`config.mk`:
```
export PLATFORM = sky130hd
export DESIGN_NAME = anim_sequencer
export DESIGN_NICKNAME = d
export VERILOG_FILES = /design/src/rtl/anim_sequencer.sv
export SDC_FILE = /design/constraint.sdc
export NUM_CORES = 1
export LEC_CHECK = 0
export ABC_CLOCK_PERIOD_IN_PS = 2200
export BUFFER_PORTS_ARGS = -buffer_cell sky130_fd_sc_hd__buf_2
export CAP_MARGIN = 20
export CELL_PAD_IN_SITES_DETAIL_PLACEMENT = 1
export CELL_PAD_IN_SITES_GLOBAL_PLACEMENT = 2
export CORE_ASPECT_RATIO = 0.6
export CORE_UTILIZATION = 33
export CTS_CLUSTER_SIZE = 30
export DETAILED_ROUTE_END_ITERATION = 8
export PLACE_DENSITY = 0.87
export SYNTH_ARGS = -nofsm -noshare
export SYNTH_HDL_FRONTEND = slang
export SYNTH_SLANG_ARGS = --single-unit
```
`constraint.sdc`:
```
create_clock -name clk -period 2.2 [get_ports clk]
set_clock_uncertainty 0.2 [all_clocks]
set_input_delay 0.33 -clock clk [delete_from_list [all_inputs] [get_ports clk]]
set_output_delay 0.33 -clock clk [all_outputs]
set_load 0.03 [all_outputs]
```
`src/rtl/anim_sequencer.sv`:
```
// Multi-channel animation frame sequencer.
// A single free-running tick counter produces the shared frame-advance strobe.
// Each channel steps its frame number on that strobe in one-shot, loop or
// ping-pong fashion. Mode and last frame are captured when the channel starts.
module anim_sequencer #(
    parameter int CLOCK_FREQ = 100_000_000,
    parameter int FRAME_RATE = 60,
    parameter int NUM_CH     = 4,
    parameter int FRAME_W    = 4
) (
    input  logic                        clk,
    input  logic                        rst_n,
    input  logic [NUM_CH-1:0]           start,
    input  logic [NUM_CH-1:0]           stop,
    input  logic [2*NUM_CH-1:0]         mode,
    input  logic [FRAME_W*NUM_CH-1:0]   last_frame,
    output logic [FRAME_W*NUM_CH-1:0]   frame_num,
    output logic [NUM_CH-1:0]           busy,
    output logic [NUM_CH-1:0]           done,
    output logic                        frame_tick
);

    localparam int CPF   = CLOCK_FREQ / FRAME_RATE;
    localparam int CNT_W = (CPF > 1) ? $clog2(CPF) : 1;
    localparam logic [CNT_W-1:0]   CNT_MAX   = CNT_W'(CPF - 1);
    localparam logic [FRAME_W-1:0] FRAME_ONE = FRAME_W'(1);

    typedef enum logic [1:0] {
        IDLE = 2'd0,
        FWD  = 2'd1,
        REV  = 2'd2
    } ch_state_t;

    logic [CNT_W-1:0] tick_cnt_reg;

    // Free-running tick counter; never disturbed by channel activity so all
    // channels advance on the same globally aligned strobe.
    always_ff @(posedge clk or negedge rst_n) begin
        if (!rst_n) begin
            tick_cnt_reg <= '0;
        end else if (tick_cnt_reg == CNT_MAX) begin
            tick_cnt_reg <= '0;
        end else begin
            tick_cnt_reg <= tick_cnt_reg + 1'b1;
        end
    end

    // With CPF==1 the counter sits at 0 == CNT_MAX, so the strobe is constant.
    assign frame_tick = (tick_cnt_reg == CNT_MAX);

    for (genvar gi = 0; gi < NUM_CH; gi++) begin : g_ch
        ch_state_t          state_reg;
        logic [1:0]         mode_reg;
        logic [FRAME_W-1:0] last_reg;
        logic [FRAME_W-1:0] frame_reg;
        logic               done_reg;

        // Channel FSM: start (re)arms and wins over stop; stop freezes the
        // frame; otherwise the frame steps on the shared strobe.
        always_ff @(posedge clk or negedge rst_n) begin
            if (!rst_n) begin
                state_reg <= IDLE;
                mode_reg  <= '0;
                last_reg  <= '0;
                frame_reg <= '0;
                done_reg  <= 1'b0;
            end else if (start[gi]) begin
                mode_reg  <= mode[2*gi +: 2];
                last_reg  <= last_frame[FRAME_W*gi +: FRAME_W];
                frame_reg <= '0;
                state_reg <= FWD;
                done_reg  <= 1'b0;
            end else if (stop[gi]) begin
                state_reg <= IDLE;
                done_reg  <= 1'b0;
            end else begin
                done_reg <= 1'b0;
                if (frame_tick) begin
                    case (state_reg)
                        FWD: begin
                            if (frame_reg < last_reg) begin
                                frame_reg <= frame_reg + FRAME_ONE;
                            end else if (mode_reg == 2'b01) begin
                                // Loop: wrap back to the first frame.
                                frame_reg <= '0;
                                done_reg  <= 1'b1;
                            end else if (mode_reg == 2'b10) begin
                                // Ping-pong: turn around, unless a single-frame
                                // sequence, which just reports each period.
                                if (last_reg != '0) begin
                                    state_reg <= REV;
                                    frame_reg <= last_reg - FRAME_ONE;
                                end else begin
                                    done_reg <= 1'b1;
                                end
                            end else begin
                                // One-shot (mode 00 or 11): park on last frame.
                                state_reg <= IDLE;
                                done_reg  <= 1'b1;
                            end
                        end
                        REV: begin
                            if (frame_reg != '0) begin
                                frame_reg <= frame_reg - FRAME_ONE;
                            end else begin
                                state_reg <= FWD;
                                frame_reg <= (last_reg == '0) ? '0 : FRAME_ONE;
                                done_reg  <= 1'b1;
                            end
                        end
                        default: begin
                        end
                    endcase
                end
            end
        end

        assign frame_num[FRAME_W*gi +: FRAME_W] = frame_reg;
        assign busy[gi]                         = (state_reg != IDLE);
        assign done[gi]                         = done_reg;
    end

endmodule
```
==> summary.md, run 1 <==
| Metric | Value |
|---|---|
| Area of all placed cells without fillers | `7343 µm²` |
| Data arrival time of the critical path | `about 2.3 ns` |
| Cell variety after synth | `73` |
| Average wire per standard cell | `19.43 µm` |
| Worst Path Required | `2.28 ns` |
| Origin of the worst min-delay path | `last_frame[8]` |
| Register bit total from synthesis | `73` |
| I/O pin count | `59` |
| Via count of the first global-routing pass | `approximately 5400` |
| Class of the worst hold path | `in2reg` |
| Number of sinks driven by the clock tree | `73` |
| RSZ-0062 raised after global routing | `true` |
| Later-pin clock latency in the skew report | `around 0.34 ns` |
| Result of the run | `complete, but fails checks` |
| CP Cell Sequence | `inv_2 -> ha_4 -> or2_4 -> buf_4 -> a21oi_2 -> buf_4 -> a211oi_2 -> o31ai_1 -> a32o_1` |
| NumNets Final | `~830` |
| Count of final setup violators | `4` |
| Buffer cell driving the clock tree root | `clkbuf_16` |
| Critical Path Slowest Stage Cell | `dfrtp_1` |
| Storage element area | `1838 µm²` |
| Gr usage total | `22.39%` |
| Core box area | `15500 µm²` |
| Count of standard-cell rows | `35` |
| Worst hold path endpoint | `g_ch[2].last_reg[0]` |
| First-pass iteration count of the detailed router | `6` |
| Post-CTS clock slew at the launch and capture registers of the worst setup and hold paths | `0.06 ns` |
| Final Core Density | `47.37%` |
| Starting Density | `about a third` |
| Cells after Synth | `596` |
| Worst path setup slack after routing | `-0.05800 ns` |
| Final wirelength | `18.57 mm` |
| Ratio of routed vias to standard cells | `5.472` |
| Rel. slew slack | `about three fifths` |
| I/O Buffers | `58` |
| Fraction of layout cells with a size suffix above 1 | `35.51%` |
| Violation count after the first detailed-route iteration | `251` |
| Largest register FFs | `21` |
| Synth Warn # | `0` |
| Die area | `16520 µm²` |
| Clock tree from TritonCTS | `done` |
| Power density cells | `506.7 nW/µm²` |
| Proportion of synthesized flip-flops having asynchronous set or reset | `100.0%` |
| Max-capacitance violation count | `0` |
| Number of instances on the worst hold path | `3` |
| CP Buf/Inv Count | `3` |
| Final cell count without fillers | `956` |
| Number of cells after detailed placement | `914` |
| Critical Path Fanout Max | `3` |
| Synth Cell Area | `5279 µm²` |
| Static leakage | `3.442 nW` |
| Slack of the worst reg-to-reg path | `-0.06 ns` |
| Largest net degree at the start of global routing | `54` |
| Final-layout fill cell count | `about 1800` |
| Worst slack, placed | `-0.1518 ns` |
| Post-synthesis area per instance | `roughly 8.9 µm²` |
| Antenna violations before repair | `1` |
| Most used DFF post-synth | `dfrtp_1` |
| Leading cell type in the layout, fill and taps excluded | `buf_4` |
| Hpwl dp | `~13 mm` |
| Synthesized Nets | `680` |
| Number of enable-type register cells in the synthesized netlist | `0` |
| Number of cells on the worst reg-to-reg path | `9` |
| Horizontal die dimension | `~170 µm` |
| Largest delay contributor family on the critical path | `compound AO/OA/AOI/OAI gates` |
| CTS Buffer Depth | `2` |
| Vias | `roughly 5200` |
| Most used cells in the layout excluding fill and tap cells | `90 x buf_4, 65 x inv_1, 64 x dfrtp_1, 56 x buf_2, 45 x ha_1` |
| Post-route antenna net violation count | `0` |
| Footprint of the multi-input gates | `3583 µm²` |
| Worst Tran Pin Value | `between 0.5 and 0.6 ns` |
| GP Congestion | `0.9069` |
| CP peak stage delay | `0.40 ns` |
| Critical Path Most Common Cell | `buf_4` |
| Number of endpoints with negative hold slack in the final report | `0` |
| Die H | `99.97 µm` |
| Violated checks | `design-rule violations, negative setup slack` |
| Peak supply drop | `0.2780 mV` |
| Synth-to-Final Area Change | `39.11%` |
| Final Cycle Share | `102.6%` |
| Instance area at placement | `6365 µm²` |
| Type of element launching the critical path | `flip-flop` |
| Final max-slew violation count | `0` |
| Worst R2R End | `g_ch[1].frame_reg[2]` |
| Part of the Yosys area used for sequential elements | `34.61%` |
| H-tree levels | `3` |
| Final critical-path required period | `2.258 ns` |
| Wire length of the first global-routing pass | `between 20 and 30 mm` |
| CTS Buf Count | `9` |
| Max Freq | `about 0.44 GHz` |
| # DRC | `8` |
| Source of the worst register-to-register timing path | `g_ch[1].last_reg[2]` |
| Category of the most critical setup path | `reg2reg` |
| CP Capture Type | `flip-flop` |
| Total gr overflow | `0` |
[timing repair]
action / CTS / global route
hold buffers: 7 / 0
endpoints found under the setup margin: 25 / 27
endpoints found under the hold margin: 26 / 0
pin swaps: 23 / 25
setup buffers: 11 / 9
resized for setup: 41 / 59
[through the flow]
step | power (mW) | hold WS [ns] | setup TNS, ns
after floorplan | 1.803 | -0.1656 | -0.1757
after global placement | 2.043 | 0.05688 | -0.3069
after detailed placement | 2.075 | 0.06082 | -1.468
after CTS | 3.660 | 0.001883 | -0.1037
after global routing | 3.867 | 0.009651 | -1.042
final | 3.721 | 0.006673 | -0.09692
[kinds of logic after synthesis]
family / share of synthesized area [%]
AO/OA/AOI/OAI: 20.00
multiplexers: 0.8059
buffers and inverters: 6.613
adder cells (fa/ha/maj): 11.85
AND/OR/NAND/NOR: 21.14
XOR/XNOR: 4.977
flip-flops: 34.61
[power breakdown]
group / switching (mW) / internal (mW)
Clock: 0.610 / 0.906
Sequential: 0.0302 / 1.39
Combinational: 0.463 / 0.324
[cell usage after synthesis, types with 3 or more instances]
library cell  number  area, µm²
dfrtp_1           73       1827
inv_1             69      259.0
ha_1              50      625.6
nand2_1           38      142.6
o21ai_0           36      180.2
nor2_1            32      120.1
a21oi_1           26      130.1
nor3_1            19      95.09
nand3_1           17      85.08
xnor2_1           17      148.9
nand4_1           15      93.84
clkbuf_1          14      52.55
a21o_1            13      97.59
xor2_1            13      113.9
a211oi_1          10      75.07
and3_1             7      43.79
nor3b_1            7      52.55
nor4_1             7      43.79
o31ai_1            7      52.55
or3_1              7      43.79
o21a_1             6      45.04
o21ai_1            6      30.03
a311oi_1           5      43.79
a31oi_1            5      31.28
a41oi_1            5      43.79
and4_1             5      43.79
nor2b_1            5      31.28
and2_1             4      25.02
buf_4              4      30.03
a21boi_0           3      22.52
a31o_2             3      26.28
a32o_1             3      30.03
nor3_2             3      30.03
nor4b_1            3      26.28
o211ai_1           3      22.52
o311ai_1           3      26.28
or2_1              3      18.77
or4_1              3      22.52
[worst register-to-register path, cell delays in order (launching register included)]
cell and delay (ns):
dfrtp_1 0.40, inv_2 0.09, ha_4 0.20, or2_4 0.22, buf_4 0.13, a21oi_2 0.15
buf_4 0.15, a211oi_2 0.06, o31ai_1 0.38, a32o_1 0.22
[cell type report]
| cell class | instances | share of cell area (%) |
|---|---|---|
| Sequential cell | 73 | 25.03 |
| Clock inverter | 5 | 0.7497 |
| Tap cell | 203 | 3.459 |
| Multi-Input combinational cell | 434 | 48.80 |
| Inverter | 70 | 3.612 |
| Timing Repair Buffer | 159 | 15.01 |
| Clock buffer | 11 | 3.306 |
| Antenna cell | 1 | 0.03408 |
[worst max path at each step]
stage / from / endpoint / slack, ns / depth (start not counted)
floorplan: g_ch[1].frame_reg[2] / g_ch[1].frame_reg[2] / -0.14 / 6
global placement: tick_cnt_reg[18] / g_ch[2].state_reg[1] / -0.06 / 5
detailed placement: g_ch[1].frame_reg[1] / g_ch[1].frame_reg[2] / -0.15 / 6
CTS: g_ch[1].last_reg[2] / g_ch[1].frame_reg[2] / -0.05 / 7
global route: g_ch[1].last_reg[2] / g_ch[1].frame_reg[2] / -0.13 / 9
finish: g_ch[1].last_reg[2] / g_ch[1].frame_reg[2] / -0.06 / 9
[routing by layer]
metal | GRT usage, % | share of wire [%] | up-vias
met5 | 0 | 0 | -
met4 | 4.164 | 1.4 | 0
met3 | 4.174 | 3.9 | 25
met2 | 34.86 | 46 | 107
met1 | 32.37 | 49 | 2634
li1 | - | - | 2465
(Power assumes the default switching activity.)
==> run 2, diff against run 1 <==
- BUFFER_PORTS_ARGS: -buffer_cell sky130_fd_sc_hd__buf_2 -> -buffer_cell sky130_fd_sc_hd__clkbuf_2
==> run 2 against run 1 <==
  * The flow still finishes with violations (design-rule violations, negative setup slack)
  * Largest cell class unchanged
  * Core utilization up 0.46 points
  * Sequential power about the same
  * Fmax down 0.60%
  * Non-clock buffer count up 6
  * First-iteration DRC count down 4.8%
  * Global-route usage down 0.63 points
==> summary.md, run 2 (synthesis gave the netlist of run 1 again) <==
| Metric | Value |
|---|---|
| Worst Tran Pin Value | `0.4823 ns (-0.09451 ns)` |
| Clock tree from TritonCTS | `done` |
| Synth-to-Final Area Change | `40.46%` |
| Count of standard-cell rows | `35 (unchanged)` |
| First-pass iteration count of the detailed router | `6 (unchanged)` |
| CTS Buffer Depth | `2 (unchanged)` |
| Vias | `5206 (-0.48%)` |
| Final max-slew violation count | `0 (unchanged)` |
| Instance area at placement | `6402 µm² (+0.59%)` |
| I/O Buffers | `58 (unchanged)` |
| Fraction of layout cells with a size suffix above 1 | `34.96% (-0.54 points)` |
| Class of the worst hold path | `in2reg` |
| Met3 routing resource usage after global routing | `4.298% (+0.12 points)` |
| Wire length of the first global-routing pass | `28.21 mm (-2.2%)` |
| Largest register FFs | `21 (unchanged)` |
| Later-pin clock latency in the skew report | `0.34 ns (about the same)` |
| H-tree levels | `3 (unchanged)` |
| Final wirelength | `17.83 mm (-4.0%)` |
| Die H | `99.97 µm (unchanged)` |
| Slack of the worst reg-to-reg path | `-0.07 ns (about the same)` |
| CP Buf/Inv Count | `1 (-2)` |
| CP Capture Type | `flip-flop` |
| Hpwl dp | `13.02 mm (-1.1%)` |
| Largest net degree at the start of global routing | `34 (-37%)` |
| Met2 usage | `34.12% (-0.74 points)` |
| Post-route antenna net violation count | `0 (unchanged)` |
| Largest delay contributor family on the critical path | `simple AND/OR/NAND/NOR gates` |
| Antenna Diode Count | `0 (-1)` |
| Number of endpoints with negative hold slack in the final report | `0 (unchanged)` |
| Starting Density | `34.05% (unchanged)` |
| GP Congestion | `0.9374 (+3.4%)` |
| Ratio of routed vias to standard cells | `5.417 (-1.0%)` |
| I/O pin count | `59 (unchanged)` |
| Average wire per standard cell | `18.55 µm (-4.5%)` |
| Static leakage | `3.435 nW (-0.20%)` |
| Horizontal die dimension | `165.3 µm (unchanged)` |
| Worst path setup slack after routing | `-0.07172 ns (-0.01371 ns)` |
| Number of sinks driven by the clock tree | `73 (unchanged)` |
| Rel. slew slack | `67.58% (+6.4 points)` |
| Final-layout fill cell count | `1798 (-0.33%)` |
| RSZ-0062 raised after global routing | `true` |
| Most used cells in the layout excluding fill and tap cells | `87 x buf_4, 66 x dfrtp_1, 65 x inv_1, 56 x clkbuf_2, 42 x ha_1` |
| Data arrival time of the critical path | `2.30 ns (-0.03 ns)` |
| Core box area | `15500 µm² (unchanged)` |
| Met1 global-route usage | `30.56% (-1.8 points)` |
| CP Cell Sequence | `inv_2 -> ha_4 -> or2_1 -> a21o_1 -> and4_1 -> or4_4 -> a32o_1` |
| Type of element launching the critical path | `flip-flop` |
| Peak supply drop | `0.2915 mV (+4.9%)` |
| Violation count after the first detailed-route iteration | `239 (-4.8%)` |
| Count of final setup violators | `6 (+2)` |
| Post-CTS clock slew at the launch and capture registers of the worst setup and hold paths | `0.06 ns (about the same)` |
| Result of the run | `complete, but fails checks` |
| Max-capacitance violation count | `0 (unchanged)` |
| Violated checks | `design-rule violations, negative setup slack` |
| Hold slack | `0.005650 ns (-0.001023 ns)` |
| Critical Path Fanout Max | `3 (unchanged)` |
| Critical Path Slowest Stage Cell | `or4_4` |
| Via count of the first global-routing pass | `5414 (-0.55%)` |
| Category of the most critical setup path | `reg2reg` |
| Die area | `16520 µm² (unchanged)` |
| NumNets Final | `837 (+0.72%)` |
| CTS Buf Count | `9 (unchanged)` |
| Leading cell type in the layout, fill and taps excluded | `buf_4` |
| Max Freq | `0.4402 GHz (-0.60%)` |
| Final Cycle Share | `103.3% (+0.62 points)` |
| Most used routing layer in global routing | `met2` |
| Final critical-path required period | `2.272 ns (+0.01371 ns)` |
| Buffer cell driving the clock tree root | `clkbuf_16` |
| Antenna violations before repair | `0 (-1)` |
| Total gr overflow | `0 (unchanged)` |
| Worst Path Required | `2.23 ns (-0.05 ns)` |
| CP peak stage delay | `0.47 ns (+0.07 ns)` |
| Gr usage total | `21.77% (-0.63 points)` |
| Final-layout setup total negative slack | `-0.1799 ns (-0.08297 ns)` |
| Area of all placed cells without fillers | `7415 µm² (+0.97%)` |
| Power density cells | `518.8 nW/µm² (+2.4%)` |
| # DRC | `8 (unchanged)` |
==> run 2: cell count changes in the layout (fill, tap and decap cells not counted), moves of 4 or more <==
| cell | delta |
|---|---|
| nor4_2 | +5 |
| buf_2 | -56 |
| buf_6 | +4 |
| dlygate4sd3_1 | +4 |
| clkbuf_2 | +56 |
==> run 2: worst paths after layout <==
path                                     startpoint                   end  cells after the start
worst min register to register     tick_cnt_reg[20]      tick_cnt_reg[20]                      1
worst max-delay path            g_ch[1].last_reg[2]  g_ch[1].frame_reg[2]                      7
max in group asynchronous                     rst_n  g_ch[1].frame_reg[2]                      3
worst min-delay path                 last_frame[11]   g_ch[2].last_reg[3]                      3
worst max register to register  g_ch[1].last_reg[2]  g_ch[1].frame_reg[2]                      7
min in group asynchronous                     rst_n   g_ch[3].last_reg[3]                      2
==> run 2: power by group <==
group | switching (mW) | total (mW) | leakage, nW | internal, mW
sequential | 0.0292 | 1.42 | 0.937 | 1.39
clock | 0.618 | 1.64 | 0.152 | 1.02
combinational | 0.451 | 0.789 | 2.35 | 0.338
total | 1.10 | 3.85 | 3.44 | 2.75
==> run 2: area by class of cell <==
cell class	count	area [µm²]	area share, %
multi-input combinational	434	3555	47.94
clock buffer	11	242.7	3.274
tap	203	254.0	3.426
timing repair buffer	165	1180	15.91
sequential	73	1836	24.76
inverter	70	267.8	3.611
clock inverter	5	80.08	1.080
==> run 2: tightest hold or removal path, delay by kind of cell <==
| family | cells | cell delay [ns] |
|---|---|---|
| AOI/OAI and AO/OA | 1 | 0.06 |
| buffers and inverters | 1 | 0.07 |
| and+or+nand+nor | 1 | 0.04 |
==> run 2: layer usage <==
layer  share of wire, %  vias to the layer above  routed length [µm]
met5                  0                        -                   0
li1                   -                     2468                   -
met1                 49                     2594                8802
met3                3.6                       31                 633
met2                 45                      113                8097
met4                1.7                        0                 297
==> run 2: per-stage QoR <==
step	instances	total power [mW]	util, %	setup slack [ns]
2_1_floorplan	596	1.803	-	-0.1360
3_3_place_gp	919	2.043	41.30	-0.03617
3_5_place_dp	919	2.075	41.30	-0.1661
4_1_cts	953	3.761	45.30	-0.07411
5_1_grt	961	4.001	47.83	-0.1271
6_report	961	3.847	47.83	-0.07172
==> run 2: repair_timing <==
action | in CTS | in global routing
resized for setup | 31 | 72
setup buffers | 7 | 8
hold buffers | 11 | 0
pin swaps | 10 | 22
endpoints found under the setup margin | 24 | 28
hold endpoints to repair | 33 | 0
==> run 3, diff against run 2 <==
- PLACE_DENSITY: 0.87 -> not set
- PLACE_DENSITY_LB_ADDON: not set -> 0.08
==> run 3 against run 2 <==
  * The flow still finishes with violations (design-rule violations, negative setup slack)
  * Via count decreased by 0.60%
  * Register-to-register slack is essentially flat
  * Setup slack lost 0.015 ns
  * Clock power hardly changed
  * Critical path depth did not move
  * Highest routed layer unchanged
  * Fmax down 0.64%
  * Routed wire length fell by 2.2%
==> summary.md, run 3 (synthesis gave the netlist of run 1 again) <==
| Metric | Value |
|---|---|
| Via count of the first global-routing pass | `5162 (-4.7%)` |
| Switching Fraction | `29.12% (+0.57 points)` |
| Final critical-path required period | `2.286 ns (+0.01466 ns)` |
| CTS Buffer Depth | `2 (unchanged)` |
| First-pass iteration count of the detailed router | `7 (+1)` |
| Die H | `99.97 µm (unchanged)` |
| Total power of the final layout | `3.871 mW (+0.63%)` |
| Core box area | `15500 µm² (unchanged)` |
| Net switching power | `1.127 mW (+2.6%)` |
| Cell internal pwr | `2.744 mW (-0.17%)` |
| Largest register FFs | `21 (unchanged)` |
| Violated checks | `design-rule violations, negative setup slack` |
| Result of the run | `complete, but fails checks` |
| Vias | `5175 (-0.60%)` |
| Max-capacitance violation count | `0 (unchanged)` |
| CP Capture Type | `flip-flop` |
| Type of element launching the critical path | `flip-flop` |
| Path length in cells of the critical path | `7 (unchanged)` |
| Proportion of power drawn by the clock network | `42.5% (-0.2 points)` |
| # DRC | `8 (unchanged)` |
| Gr usage total | `21.49% (-0.27 points)` |
| Largest delay contributor family on the critical path | `simple AND/OR/NAND/NOR gates` |
| Final max-slew violation count | `0 (unchanged)` |
| NumNets Final | `851 (+1.7%)` |
| Hold slack | `0.005942 ns (+0.0002925 ns)` |
| Hpwl dp | `13.01 mm (-0.10%)` |
| Static leakage | `3.564 nW (+3.7%)` |
| Synth-to-Final Area Change | `44.16%` |
| Max Freq | `0.4374 GHz (-0.64%)` |
| CP Buf/Inv Count | `1 (unchanged)` |
| Number of instances on the worst hold path | `3 (unchanged)` |
| Origin of the worst min-delay path | `mode[3]` |
| Antenna violations before repair | `0 (unchanged)` |
| Count of final setup violators | `4 (-2)` |
| Class of the worst hold path | `in2reg` |
| Largest net degree at the start of global routing | `47 (+38%)` |
| Violation count after the first detailed-route iteration | `244 (+2.1%)` |
| Later-pin clock latency in the skew report | `0.34 ns (about the same)` |
| Start point of the critical path | `g_ch[1].last_reg[2]` |
| Buffer cell driving the clock tree root | `clkbuf_16` |
| GP Congestion | `0.8284 (-12%)` |
| Data arrival time of the critical path | `2.31 ns (about the same)` |
| RSZ-0062 raised after global routing | `true` |
| I/O pin count | `59 (unchanged)` |
| Total gr overflow | `0 (unchanged)` |
| Worst path setup slack after routing | `-0.08638 ns (-0.01467 ns)` |
| Final wirelength | `17.43 mm (-2.2%)` |
| H-tree levels | `3 (unchanged)` |
| Power density cells | `508.7 nW/µm² (-1.9%)` |
| Count of standard-cell rows | `35 (unchanged)` |
| Die area | `16520 µm² (unchanged)` |
| Share of power burned in combinational logic | `20.9% (+0.4 points)` |
| Worst Tran Pin Value | `0.4336 ns (-0.04871 ns)` |
| Horizontal die dimension | `165.3 µm (unchanged)` |
| Peak supply drop | `0.3387 mV (+16%)` |
| Category of the most critical setup path | `reg2reg` |
| Number of sinks driven by the clock tree | `73 (unchanged)` |
| Source of the worst register-to-register timing path | `g_ch[1].last_reg[2]` |
| Power share of the sequential group | `36.6% (-0.2 points)` |
| Final Cycle Share | `103.9% (+0.67 points)` |
| Antenna Diode Count | `0 (unchanged)` |
| Ratio of routed vias to standard cells | `5.308 (-2.0%)` |
| Post-route antenna net violation count | `0 (unchanged)` |
| CP Cell Sequence | `inv_2 -> ha_4 -> or2_4 -> a21o_1 -> and4_1 -> or4_1 -> a32o_2` |
| Rel. slew slack | `70.85% (+3.3 points)` |
| Critical Path Slowest Stage Cell | `or4_1` |
| Leading cell type in the layout, fill and taps excluded | `buf_4` |
| CTS Buf Count | `9 (unchanged)` |
| I/O Buffers | `58 (unchanged)` |
| Critical Path Fanout Max | `4 (+1)` |
| Final-layout setup total negative slack | `-0.1410 ns (+0.03886 ns)` |
| Most used cells in the layout excluding fill and tap cells | `104 x buf_4, 66 x dfrtp_1, 61 x inv_1, 56 x clkbuf_2, 45 x ha_1` |
| Clock tree from TritonCTS | `done` |
| Fraction of layout cells with a size suffix above 1 | `37.31% (+2.3 points)` |
| Final-layout fill cell count | `1781 (-0.95%)` |
| Number of cells on the worst reg-to-reg path | `7 (unchanged)` |
| Worst Path Required | `2.23 ns (about the same)` |
| Average wire per standard cell | `17.88 µm (-3.6%)` |
| Post-CTS clock slew at the launch and capture registers of the worst setup and hold paths | `0.06 ns (about the same)` |
| Number of endpoints with negative hold slack in the final report | `0 (unchanged)` |
| Starting Density | `34.05% (unchanged)` |
| CP peak stage delay | `0.41 ns (-0.06 ns)` |
| Wire length of the first global-routing pass | `27.44 mm (-2.7%)` |
## run 3: worst reg2reg max path, delay by kind of cell, from the launching register on
family                     cells  cell delay (ns)
AOI/OAI and AO/OA              2             0.45
adders and majority gates      1             0.20
and+or+nand+nor                3             0.85
DFF                            1             0.39
buffers and inverters          1             0.09
## run 3: stage by stage
| step | cells | area, µm² | setup slack, ns | utilization [%] |
|---|---|---|---|---|
| 3_3_place_gp | 928 | 6470 | -0.1166 | 41.74 |
| 4_1_cts | 962 | 7151 | -0.08684 | 46.13 |
| 3_5_place_dp | 928 | 6470 | -0.2024 | 41.74 |
| 6_report | 975 | 7610 | -0.08638 | 49.09 |
| 5_1_grt | 975 | 7610 | -0.1378 | 49.09 |
| 2_1_floorplan | 596 | 5326 | -0.1360 | - |
## run 3: layout make-up
type                    count  area (µm²)  share of cell area [%]
inverters                  70       265.3                   3.486
repair buffers            179        1272                   16.72
clock buffers               9       225.2                   2.960
flip-flops and latches     73        1836                   24.12
multi-input cells         434        3656                   48.04
well taps                 203       254.0                   3.338
clock inverters             7       101.3                   1.332
## run 3: what timing repair did
item / in CTS / in global routing
buffers inserted: 7 / 13
gates cloned: 0 / 0
resized for setup: 37 / 81
hold endpoints to repair: 38 / 0
setup endpoints to repair: 22 / 30
hold buffers: 12 / 0
pin swaps: 11 / 34
## run 3: power by group through the flow
stage	sequential (mW)	clock, mW	combinational (mW)
floorplan	1.44	0	0.366
global placement	1.44	0	0.628
detailed placement	1.44	0	0.645
CTS	1.42	1.69	0.709
global route	1.42	1.75	0.884
finish	1.42	1.64	0.809
## run 3: final timing paths
check	end	slack, ns
max	g_ch[1].frame_reg[2]	-0.09
min	g_ch[1].mode_reg[1]	0.006
max reg2reg	g_ch[1].frame_reg[2]	-0.09
min reg2reg	tick_cnt_reg[20]	0.29
max in group asynchronous	g_ch[2].frame_reg[1]	0.94
min in group asynchronous	tick_cnt_reg[11]	0.24
## run 3: metal layers
metal / part of all wire, % / GRT usage (%) / vias up
met1: 52 / 32.55 / 2583
met3: 3.1 / 3.140 / 10
li1: - / - / 2509
met2: 44 / 32.28 / 73
met5: 0 / 0 / -
met4: 0.64 / 3.952 / 0
